--- config.mk ---
export PLATFORM = sky130hd
export DESIGN_NAME = bcd_serial_subtractor
export DESIGN_NICKNAME = d
export VERILOG_FILES = /design/src/rtl/bcd_pkg.sv /design/src/rtl/bcd_digit_adder.sv /design/src/rtl/bcd_serial_subtractor.sv
export SDC_FILE = /design/constraint.sdc
export NUM_CORES = 1
export LEC_CHECK = 0
export CAP_MARGIN = 20
export CORE_ASPECT_RATIO = 1.25
export CORE_MARGIN = 2
export CORE_UTILIZATION = 50
export DETAILED_ROUTE_END_ITERATION = 6
export GPL_TIMING_DRIVEN = 0
export PLACE_DENSITY = 0.81
export RECOVER_POWER = 25
export SYNTH_ARGS = -nofsm -noshare
export SYNTH_HDL_FRONTEND = slang
export SYNTH_HIERARCHICAL = 1
export SYNTH_SLANG_ARGS = --single-unit
export TNS_END_PERCENT = 1
--- constraint.sdc ---
create_clock -name clk -period 5.9 [get_ports clk]
set_input_delay 1.18 -clock clk [delete_from_list [all_inputs] [get_ports clk]]
set_output_delay 1.18 -clock clk [all_outputs]
set_load 0.01 [all_outputs]
--- src/rtl/bcd_pkg.sv ---
// bcd_pkg: shared types, constants and helpers for the decimal arithmetic unit.
package bcd_pkg;
  localparam int DIGIT_W = 4;
  localparam logic [3:0] BCD_NINE = 4'd9;
  localparam logic [4:0] BCD_TEN = 5'd10;
  typedef enum logic [1:0] {IDLE, SUB, FIX, DONE} state_t;
  function automatic logic digit_ok(input logic [3:0] d);
    return d <= BCD_NINE;
  endfunction
endpackage

--- src/rtl/bcd_digit_adder.sv ---
// bcd_digit_adder: one-digit BCD adder with +6 decimal correction.
module bcd_digit_adder
  import bcd_pkg::*;
(
  input  logic [3:0] x,
  input  logic [3:0] y,
  input  logic       cin,
  output logic [3:0] s,
  output logic       cout
);
  logic [4:0] t;
  always_comb begin
    t = {1'b0, x} + {1'b0, y} + {4'b0, cin};
    cout = t >= BCD_TEN;
    s = cout ? t[3:0] + 4'd6 : t[3:0];
  end
endmodule

--- src/rtl/bcd_serial_subtractor.sv ---
// bcd_serial_subtractor: digit-serial |a - b| on packed BCD via ten's complement, with sign and error flags.
module bcd_serial_subtractor
  import bcd_pkg::*;
#(
  parameter int DIGITS = 4
) (
  input  logic                    clk,
  input  logic                    rst,
  input  logic                    start,
  input  logic [DIGIT_W*DIGITS-1:0] a,
  input  logic [DIGIT_W*DIGITS-1:0] b,
  output logic                    busy,
  output logic                    done,
  output logic [DIGIT_W*DIGITS-1:0] diff,
  output logic                    neg,
  output logic                    err
);
  localparam int W = DIGIT_W * DIGITS;
  localparam int CW = DIGITS > 1 ? $clog2(DIGITS) : 1;
  state_t state;
  logic [W-1:0] sa, sb, res, res_next;
  logic [CW-1:0] cnt;
  logic carry, valid, last, s_cout;
  logic [3:0] x, y, s;
  always_comb begin
    valid = 1'b1;
    for (int i = 0; i < DIGITS; i++)
      valid = valid & digit_ok(a[i*DIGIT_W +: DIGIT_W]) & digit_ok(b[i*DIGIT_W +: DIGIT_W]);
  end
  assign last = cnt == CW'(DIGITS - 1);
  // FIX re-complements the result in place, so it feeds back the low result digit.
  assign x = state == FIX ? BCD_NINE - res[3:0] : sa[3:0];
  assign y = state == FIX ? 4'd0 : BCD_NINE - sb[3:0];
  assign res_next = (res >> DIGIT_W) | (W'(s) << (W - DIGIT_W));
  bcd_digit_adder u_add (
    .x   (x),
    .y   (y),
    .cin (carry),
    .s   (s),
    .cout(s_cout)
  );
  always_ff @(posedge clk) begin
    if (rst) begin
      state <= IDLE;
      sa <= '0;
      sb <= '0;
      res <= '0;
      cnt <= '0;
      carry <= 1'b0;
      neg <= 1'b0;
      err <= 1'b0;
    end else begin
      case (state)
        IDLE: if (start) begin
          sa <= a;
          sb <= b;
          cnt <= '0;
          carry <= 1'b1;
          neg <= 1'b0;
          err <= !valid;
          if (!valid) res <= '0;
          state <= valid ? SUB : DONE;
        end
        SUB: begin
          sa <= sa >> DIGIT_W;
          sb <= sb >> DIGIT_W;
          res <= res_next;
          cnt <= last ? '0 : cnt + 1'b1;
          carry <= last ? 1'b1 : s_cout;
          if (last) begin
            neg <= !s_cout;
            state <= s_cout ? DONE : FIX;
          end
        end
        FIX: begin
          res <= res_next;
          cnt <= last ? '0 : cnt + 1'b1;
          carry <= s_cout;
          if (last) state <= DONE;
        end
        default: state <= IDLE;
      endcase
    end
  end
  assign diff = res;
  assign busy = state != IDLE;
  assign done = state == DONE;
endmodule
After elaboration in Yosys (flattened, before gate mapping)
Index checks and enable logic that the tools add are counted.
Widths: inputs -> output; s select.
Storage, ports and cells
  register bits after elaboration: 55
  latch bits: 0
  input bits: 35
  memory bits (writable): 0
  ROM bits: 0
  memories: 0
  output and inout bits: 20
Cells by class
  $add $sub $neg: 6
  div/mod/pow operators: 0
  $lt $le $gt $ge: 9
  reductions and logical operators: 15
  bitwise operators: 8
  $mul: 0
  equality and inequality tests: 8
  muxes and demuxes: 25
  shifts and indexed selects: 0
Operators with widths (count)
  $pmux 16 s2: 3
  $mux 16: 4
  $le 4x4->1 const B: 8
  $or 12x16->16: 1
  $mux 2: 6
  $mux 4: 3
  $reduce_and 3->1: 3
  $ne 2x2->1 const B: 4
  $reduce_and 2->1: 4
  $sub 4x4->4 const A: 2
  $and 1x1->1: 7
  $eq 2x2->1 const B: 3
  $pmux 2 s3: 1
  $reduce_bool 2->1: 3
  $add 4x4->5: 1
  $add 5x1->5: 1
  $ge 5x4->1 const B: 1
  $mux 1: 5
  $add 4x3->4 const B: 1
  $pmux 2 s2: 1
  $pmux 1 s3: 1
  $reduce_bool 3->1: 1
  $add 2x1->2 const B: 1
  $eq 2x1->1 const B: 1
  4 further kinds: 5

Longest topological paths before layout
  depth in word-level cells: 11
  mapped depth: 17
  mapped depth without buffers: 16

Cells and area by module
Netlist, hierarchy kept.
Modules (own cells, without submodules)
  bcd_serial_subtractor: cells an instance 251, area each 2441.1 µm², instances 1
  bcd_digit_adder: cells an instance 43, area each 327.8 µm², instances 1

Worst setup path after synthesis
OpenSTA, ideal clock, no wires.
  kind: flip-flop to flip-flop
  start: reg state[0]
  end: reg state[0]
  arrival: 3.265 ns
  library setup time: 0.128 ns
  cell stages (with the launch flop): 17
  buffers on the path: 1
  data required time: 5.772 ns
  setup slack: 2.508 ns
  period minus slack after synthesis: 3.392 ns
  cells stage by stage: dfxtp_1 inv_1 ha_1 clkbuf_1 nor2_1 a21oi_1 inv_1 fa_1 fa_1 xor2_1 ha_1 inv_1 a31oi_1 o311ai_1 a211o_1 a32oi_1 nor2_1
On the way
  cells in the longest elaborated chain, start to end: 8
  elaborated cells on any way between the ends: 15
  classes of those cells: add/sub (2); order compare (1); eq/ne (5); mux (5); reduce/logical (2)
Ends and longest elaborated chain
  start: declaration: RTL line bcd_serial_subtractor.sv:20  | state_t state;
  start signal: assignment: RTL line bcd_serial_subtractor.sv:62  | state <= valid ? SUB : DONE;
  start signal: assignment: RTL line bcd_serial_subtractor.sv:72  | state <= s_cout ? DONE : FIX;
  $eq 2x2->1: RTL line bcd_serial_subtractor.sv:32  | assign x = state == FIX ? BCD_NINE - res[3:0] : sa[3:0];
  $mux 4: RTL line bcd_serial_subtractor.sv:32
  via x[0]: RTL line bcd_serial_subtractor.sv:24  | logic [3:0] x, y, s;
  $add 4x4->5: RTL line bcd_digit_adder.sv:13  | t = {1'b0, x} + {1'b0, y} + {4'b0, cin};
  $add 5x1->5: RTL line bcd_digit_adder.sv:13
  $ge 5x4->1: RTL line bcd_digit_adder.sv:14  | cout = t >= BCD_TEN;
  via s_cout: RTL line bcd_serial_subtractor.sv:23  | logic carry, valid, last, s_cout;
  $mux 1: RTL line bcd_serial_subtractor.sv:72
  $mux 2: RTL line bcd_serial_subtractor.sv:70  | if (last) begin
  $pmux 2 s3: RTL line bcd_serial_subtractor.sv:53  | case (state)
The timed path passes the listed nets, and every way through them passes these cells. The select of a mux whose other input is x is not followed.
A chain may end at the register's enable or synchronous reset.

Worst setup path in the final report
  start: reg state[1]
  end: reg state[0]
The elaborated chain is that of the path after synthesis.

==> flow_summary.ini <==
[status]
outcome = finished clean

[cts]
cts.sinks = 55
cts_root_buf = clkbuf_8
cts_max_path_buffers = 2
ctsResizeCount = 0
path_clk_slew_ns = 0.10
h-tree-depth = 2
clkLatencyLatePin_ns = 0.31
cts_setup_buffers = 0
cts_buffers = 5
tritoncts = yes
hold_buffers = 0

[finish]
fin_nets = 403
syn2layout_area_growth_pct = 26.8
finalNonFillerCells = 420
n_antenna_cell = 0
num-fill-cells = 477
drive_above_1_share_pct = 10.7
final_util_pct = 65.0

[synthesis]
yosysUniqueCellTypes = 52
synthFlopType = dfxtp_1
synthCells = 294
ys_warn_count = 6
synth_edf_count = 0
synth_seq_area_share_pct = 39.8
synth_top_area_cell = dfxtp_1
netlist_top_cells_area = dfxtp_1 (40%), mux2i_1 (8.7%), a211oi_1 (6.5%), nor2_1 (5.7%), ha_1 (5.0%)
syn_area_per_cell_sq_um = 9.42
synth_seq_cells = 55
synth_fp_nets = 342
synth_top_area_share_pct = 39.8
synth.cell_area_sq_um = 2770
synth-async-reset-ratio_pct = 0

[sta]
post-route-period-util_pct = 65.6
tightest_slew_ns = 0.576
layout_min_cycle_time_ns = 3.87
rsz0062_at_grt = false
skew_ns = 0.00803
max_slew_margin_pct = 61.5
fin_setup_tns_ns = 0
fmax_mhz = 258
hold_viol = 0
worst_slack_ns = 2.03
slew_viol_final = 0
setup_viol = 0

[floorplanning]
fp-row-count = 30
initial_utilization_pct = 51.2
io_pins = 55
die_area_sq_um = 6150
die_h_microns = 87.2
core_area_sq_um = 5410
die_w_microns = 70.6

[setup_path]
reg2reg_to = state[0]$_SDFFE_PP0P_
critPathLaunchType = flip-flop
r2r_cells = 15
critPathArrivalTime_ns = 4.06
worstSetupEndpointType = flip-flop
rrSetupSlack_ns = 2.03
crit_required_ns = 6.09
r2r-start = state[1]$_SDFFE_PP0P_
worstPathMaxFanout = 10
path_class = reg2reg

[power]
power_switching_uw = 760
p_sw_share_pct = 41.7
p_int_mw = 1.06
power_leakage_nw = 1.44
p_comb_share_pct = 56.7
powerDensity_nw_per_um2 = 519
p_seq_share_pct = 28.6
power_frac_clock_pct = 14.7
ir_drop_mv = 0.231

[hold_path]
hold_class = reg2reg
hold_depth = 2
holdCritStartpoint = cnt[1]$_SDFFE_PP0P_
hold_end = cnt[1]$_SDFFE_PP0P_

[routing]
drt_wl_total_mm = 6.05
drtIter0Drc = 126
route.detailed.drc = 0
first_pass_iters = 4
postRouteAntennaNets = 0
num_vias = 2368
via_per_inst = 5.64
wl_per_cell_microns = 14.4

[place]
port_buffers = 54
gp_congestion = 0.857
placed_cells = 412
dp_hpwl_mm = 4.67
dp_slack_ns = 2.08

[global_route]
antenna_found_initial = 0
grt.total_usage_pct = 20.4
grt_pass1_wl_mm = 10.1
grt_pass1_vias = 2225
overflow = 0
grt_start_max_net_pins = 18

[job]
drv_cap = 0
## layout make-up
cell class,instances,area [sq um],share of cell area (%)
inverter,18,67.6,1.92
clock buffer,6,82.6,2.35
multi-input combinational,204,1510,43.1
tap,64,80.1,2.28
buffer,17,86.3,2.46
sequential,55,1100,31.4
timing repair buffer,54,541,15.4
clock inverter,2,38.8,1.10
## flip-flops by register name, indices dropped and copies added (netlist names)
signal  count
carry       1
cnt         2
diff       16
err         1
neg         1
sa         16
sb         16
state       2
## per-stage QoR
stage / total power [mW] / hold WS [ns] / cell area [sq um]
3_5_place_dp: 1.56 / 0.455 / 3390
3_3_place_gp: 1.53 / 0.446 / 3390
4_1_cts: 1.83 / 0.470 / 3510
2_1_floorplan: 1.32 / 0.436 / 2770
6_report: 1.82 / 0.465 / 3510
5_1_grt: 1.98 / 0.495 / 3510
## synthesized netlist by cell type, types with 2 or more instances
cell type / number
dfxtp_1: 55
o21ai_0: 7
buf_2: 9
nand2_1: 6
clkbuf_1: 5
xor2_1: 2
nor2_1: 42
nor2b_1: 5
mux2_2: 2
a22o_2: 6
inv_1: 18
o311ai_1: 2
nand2b_1: 2
fa_1: 2
o21ai_2: 2
nand3_1: 3
a21o_1: 2
nand4_1: 2
a22o_1: 10
o21ai_1: 6
xnor2_1: 2
mux2i_1: 24
a22oi_1: 9
nor3_1: 2
a21oi_1: 9
ha_1: 11
a211oi_1: 24
## logic make-up after synthesis
group	Yosys count	share of synthesized area, %
adder cells (fa/ha/maj)	13	6.42
AO/OA/AOI/OAI	90	25.3
XOR/XNOR	4	1.27
flip-flops	55	39.8
buffers and inverters	35	5.56
AND/OR/NAND/NOR	71	12.2
multiplexers	26	9.49
## worst max-delay path: stages, from the launching register on
cell      delay, ns
dfxtp_1        0.41
ha_1           0.23
clkbuf_1       0.35
nor2_1         0.07
a21oi_1        0.12
inv_1          0.08
fa_1           0.44
fa_1           0.43
xor2_1         0.33
ha_1           0.35
inv_1          0.08
a31oi_1        0.14
o311ai_1       0.15
a211o_1        0.31
a32oi_1        0.19
nor2_1         0.05
## power groups by stage
stage          combinational (mW)  clock, mW  sequential [mW]
3_5_place_dp                 1.03          0            0.531
5_1_grt                      1.16      0.285            0.533
2_1_floorplan               0.802          0            0.520
6_report                     1.03      0.267            0.522
3_3_place_gp                 1.00          0            0.526
4_1_cts                      1.03      0.271            0.522
## layer usage
layer,wire length [microns],global-route usage (%),share of wire (%),vias up
met5,0,0,0,-
met3,226,2.89,3.7,4
met4,56,7.89,0.93,0
li1,-,-,-,1191
met1,2620,25.6,43,1114
met2,3150,35.5,52,59
## placed cells by master, fill, tap and decap left out, types with 2 or more instances in the layout
cell type,netlist,layout
ha_1,11,11
clkdlybuf4s50_1,0,37
a22o_2,6,6
fa_1,2,2
nor2b_1,5,5
nand3_1,3,3
inv_1,18,18
dfxtp_1,55,55
a21oi_1,9,9
a22o_1,10,10
nor3_1,2,2
o21ai_2,2,2
clkbuf_1,5,5
dlygate4sd3_1,0,17
o311ai_1,2,2
mux2i_1,24,24
xor2_1,2,2
nand2b_1,2,2
mux2_2,2,2
xnor2_1,2,2
o21ai_1,6,5
a21o_1,2,2
nand4_1,2,2
nand2_1,6,6
clkbuf_8,0,6
o21ai_0,7,8
nor2_1,42,42
a211oi_1,24,24
buf_2,9,9
a22oi_1,9,9
## worst max-delay path by stage
stage | endpoint | cells past startpoint | from | slack [ns]
finish | state[0]$_SDFFE_PP0P_ | 15 | state[1]$_SDFFE_PP0P_ | 2.03
global route | state[0]$_SDFFE_PP0P_ | 16 | state[0]$_SDFFE_PP0P_ | 1.66
CTS | state[0]$_SDFFE_PP0P_ | 15 | state[1]$_SDFFE_PP0P_ | 2.04
detailed placement | state[0]$_SDFFE_PP0P_ | 16 | state[0]$_SDFFE_PP0P_ | 2.08
global placement | state[0]$_SDFFE_PP0P_ | 15 | state[1]$_SDFFE_PP0P_ | 2.09
floorplan | state[0]$_SDFFE_PP0P_ | 16 | state[0]$_SDFFE_PP0P_ | 2.51
No activity file was read; power rests on OpenSTA's default activity.
==> patch, RTL diff (same flow settings) <==
Reset style: asynchronous (`rst`), changed in one clocked block.
--- a/src/rtl/bcd_serial_subtractor.sv
+++ b/src/rtl/bcd_serial_subtractor.sv
@@ -41,3 +41,3 @@
   );
-  always_ff @(posedge clk) begin
+  always_ff @(posedge clk or posedge rst) begin
     if (rst) begin
Formal check against the unedited RTL: differs if rst is asserted again (counterexample within 4 cycles, from zero or initial values and one cycle with rst high); with rst held inactive, the same outputs for 10 cycles.
==> patch against the unedited design <==
  * The run now ends with capacitance limit, slew limit left
  * Sequential cell count stayed put
  * Worst setup slack worse by 250 ps
  * Total power is 44% higher
  * Global-route usage is 0.90 points higher
  * Synthesized area is 6.8% higher
  * Clock skew is 1.7 ps higher
  * Final area is 5.3% higher
  * First-iteration DRC count is 57% higher
  * Die area is 6.4% higher
  * Core utilization is 0.57 points lower
  * Wire length is 7.3% higher
  * Count of clock-buffer cells in the layout is 1 lower
  * Largest power group unchanged
==> patch: results (changes against the unedited design) <==
{
  "setup.reg_to_reg.worst_slack": {"value": 1780, "unit": "ps", "change": "-250 ps"},
  "drive_gt1_share": {"value": 8.96, "unit": "%", "change": "-1.7 points"},
  "max_cap_viol_count": {"value": 1, "change": "+1"},
  "rr_endpoint": "state[0]",
  "use_met1": {"value": 27.4, "unit": "%", "change": "+1.8 points"},
  "global_route.usage.met2": {"value": 37.3, "unit": "%", "change": "+1.8 points"},
  "first_iter_violations": {"value": 198, "change": "+57%"},
  "wl": {"value": 6500, "unit": "um", "change": "+7.3%"},
  "post-dp-hpwl": {"value": 4980, "unit": "um", "change": "+6.6%"},
  "worst-slew-pin-transition": {"value": 1860, "unit": "ps", "change": "+1280 ps"},
  "fillerInstances": {"value": 471, "change": "-1.3%"},
  "status": "finished, violations left",
  "post_synthesis_share_of_cell_area_spent_on_xor_and_xnor_gates": {"value": 1.18, "unit": "%", "change": "-0.080 points"},
  "routabilityCongestion": {"value": 0.845, "change": "-1.4%"},
  "dp.cells": {"value": 415, "change": "+0.73%"},
  "final-max-slew-violation-count": {"value": 36, "change": "+36"},
  "final_period_minus_worst_setup_slack": {"value": 4120, "unit": "ps", "change": "+249 ps"},
  "hold_end": "sa[5]",
  "routed_via_density": {"value": 5.72, "change": "+1.5%"},
  "synth_compound_gate_area_share": {"value": 21.6, "unit": "%", "change": "-3.7 points"},
  "synth.cells.most_frequent": "55 x sky130_fd_sc_hd__dfrtp_1, 39 x sky130_fd_sc_hd__nand2_1, 38 x sky130_fd_sc_hd__o21ai_1",
  "violations": "capacitance limit, slew limit",
  "pre_cts_slack": {"value": 1890, "unit": "ps", "change": "-187 ps"},
  "yosysSeqAreaShare": {"value": 46.6, "unit": "%", "change": "+6.8 points"},
  "dr.pass1.iters": {"value": 5, "change": "+1"},
  "vdd_ir_drop_max": {"value": 0.333, "unit": "mV", "change": "+44%"},
  "p_leak": {"value": 1.64, "unit": "nW", "change": "+14%"},
  "post_synth_fa_ha_maj_area_fraction": {"value": 6.01, "unit": "%", "change": "-0.41 points"}
}
patch: worst max-delay path by stage:
| stage | cells after the start | end | startpoint |
|---|---|---|---|
| floorplan | 15 | state[0] | state[0] |
| global placement | 15 | state[0] | state[0] |
| detailed placement | 15 | state[0] | state[0] |
| CTS | 15 | state[0] | state[0] |
| global route | 15 | state[0] | state[0] |
| finish | 15 | state[0] | state[0] |
patch: through the flow:
stage               cell area [um2]  hold slack, ps  power (W)  utilization [%]
detailed placement             3600             477    0.00235             62.7
global placement               3580             467    0.00227             62.4
global route                   3700             517    0.00284             64.4
CTS                            3710             499    0.00261             64.7
finish                         3700             492    0.00262             64.4
floorplan                      2960             452    0.00191                -
patch: cell families after synthesis:
group	count (synthesis)
flip-flops	55
AND/OR/NAND/NOR	66
XOR/XNOR	4
buffers and inverters	34
adder cells (fa/ha/maj)	13
AO/OA/AOI/OAI	95
multiplexers	27
patch: routing by layer:
layer / share of wire [%] / up-vias
met5: 0 / -
met4: 1.1 / 0
met3: 3.0 / 8
met2: 53 / 65
met1: 43 / 1184
li1: - / 1163
patch: power by group:
part | internal [W] | switching, W
sequential | 0.000554 | 0.000111
clock | 0.000127 | 0.000126
combinational | 0.000773 | 0.000931
patch: layout make-up:
type,instances,area share (%)
Multi-Input combinational cell,205,38.8
Sequential cell,55,37.2
Timing Repair Buffer,55,14.7
Tap cell,66,2.23
Inverter,21,2.13
Clock buffer,5,1.86
Buffer,13,1.83
Clock inverter,3,1.18
patch: worst reg2reg max path, stage by stage (launching register included):
cell and delay (ps):
sky130_fd_sc_hd__dfrtp_1 430, sky130_fd_sc_hd__inv_1 100, sky130_fd_sc_hd__ha_1 190, sky130_fd_sc_hd__clkbuf_1 390
sky130_fd_sc_hd__mux2i_1 230, sky130_fd_sc_hd__inv_1 70, sky130_fd_sc_hd__fa_1 460, sky130_fd_sc_hd__fa_1 440
sky130_fd_sc_hd__xor2_1 350, sky130_fd_sc_hd__ha_1 350, sky130_fd_sc_hd__inv_1 90, sky130_fd_sc_hd__a31oi_1 180
sky130_fd_sc_hd__o311ai_1 190, sky130_fd_sc_hd__a21oi_1 190, sky130_fd_sc_hd__o21ai_0 90, sky130_fd_sc_hd__a32o_1 270
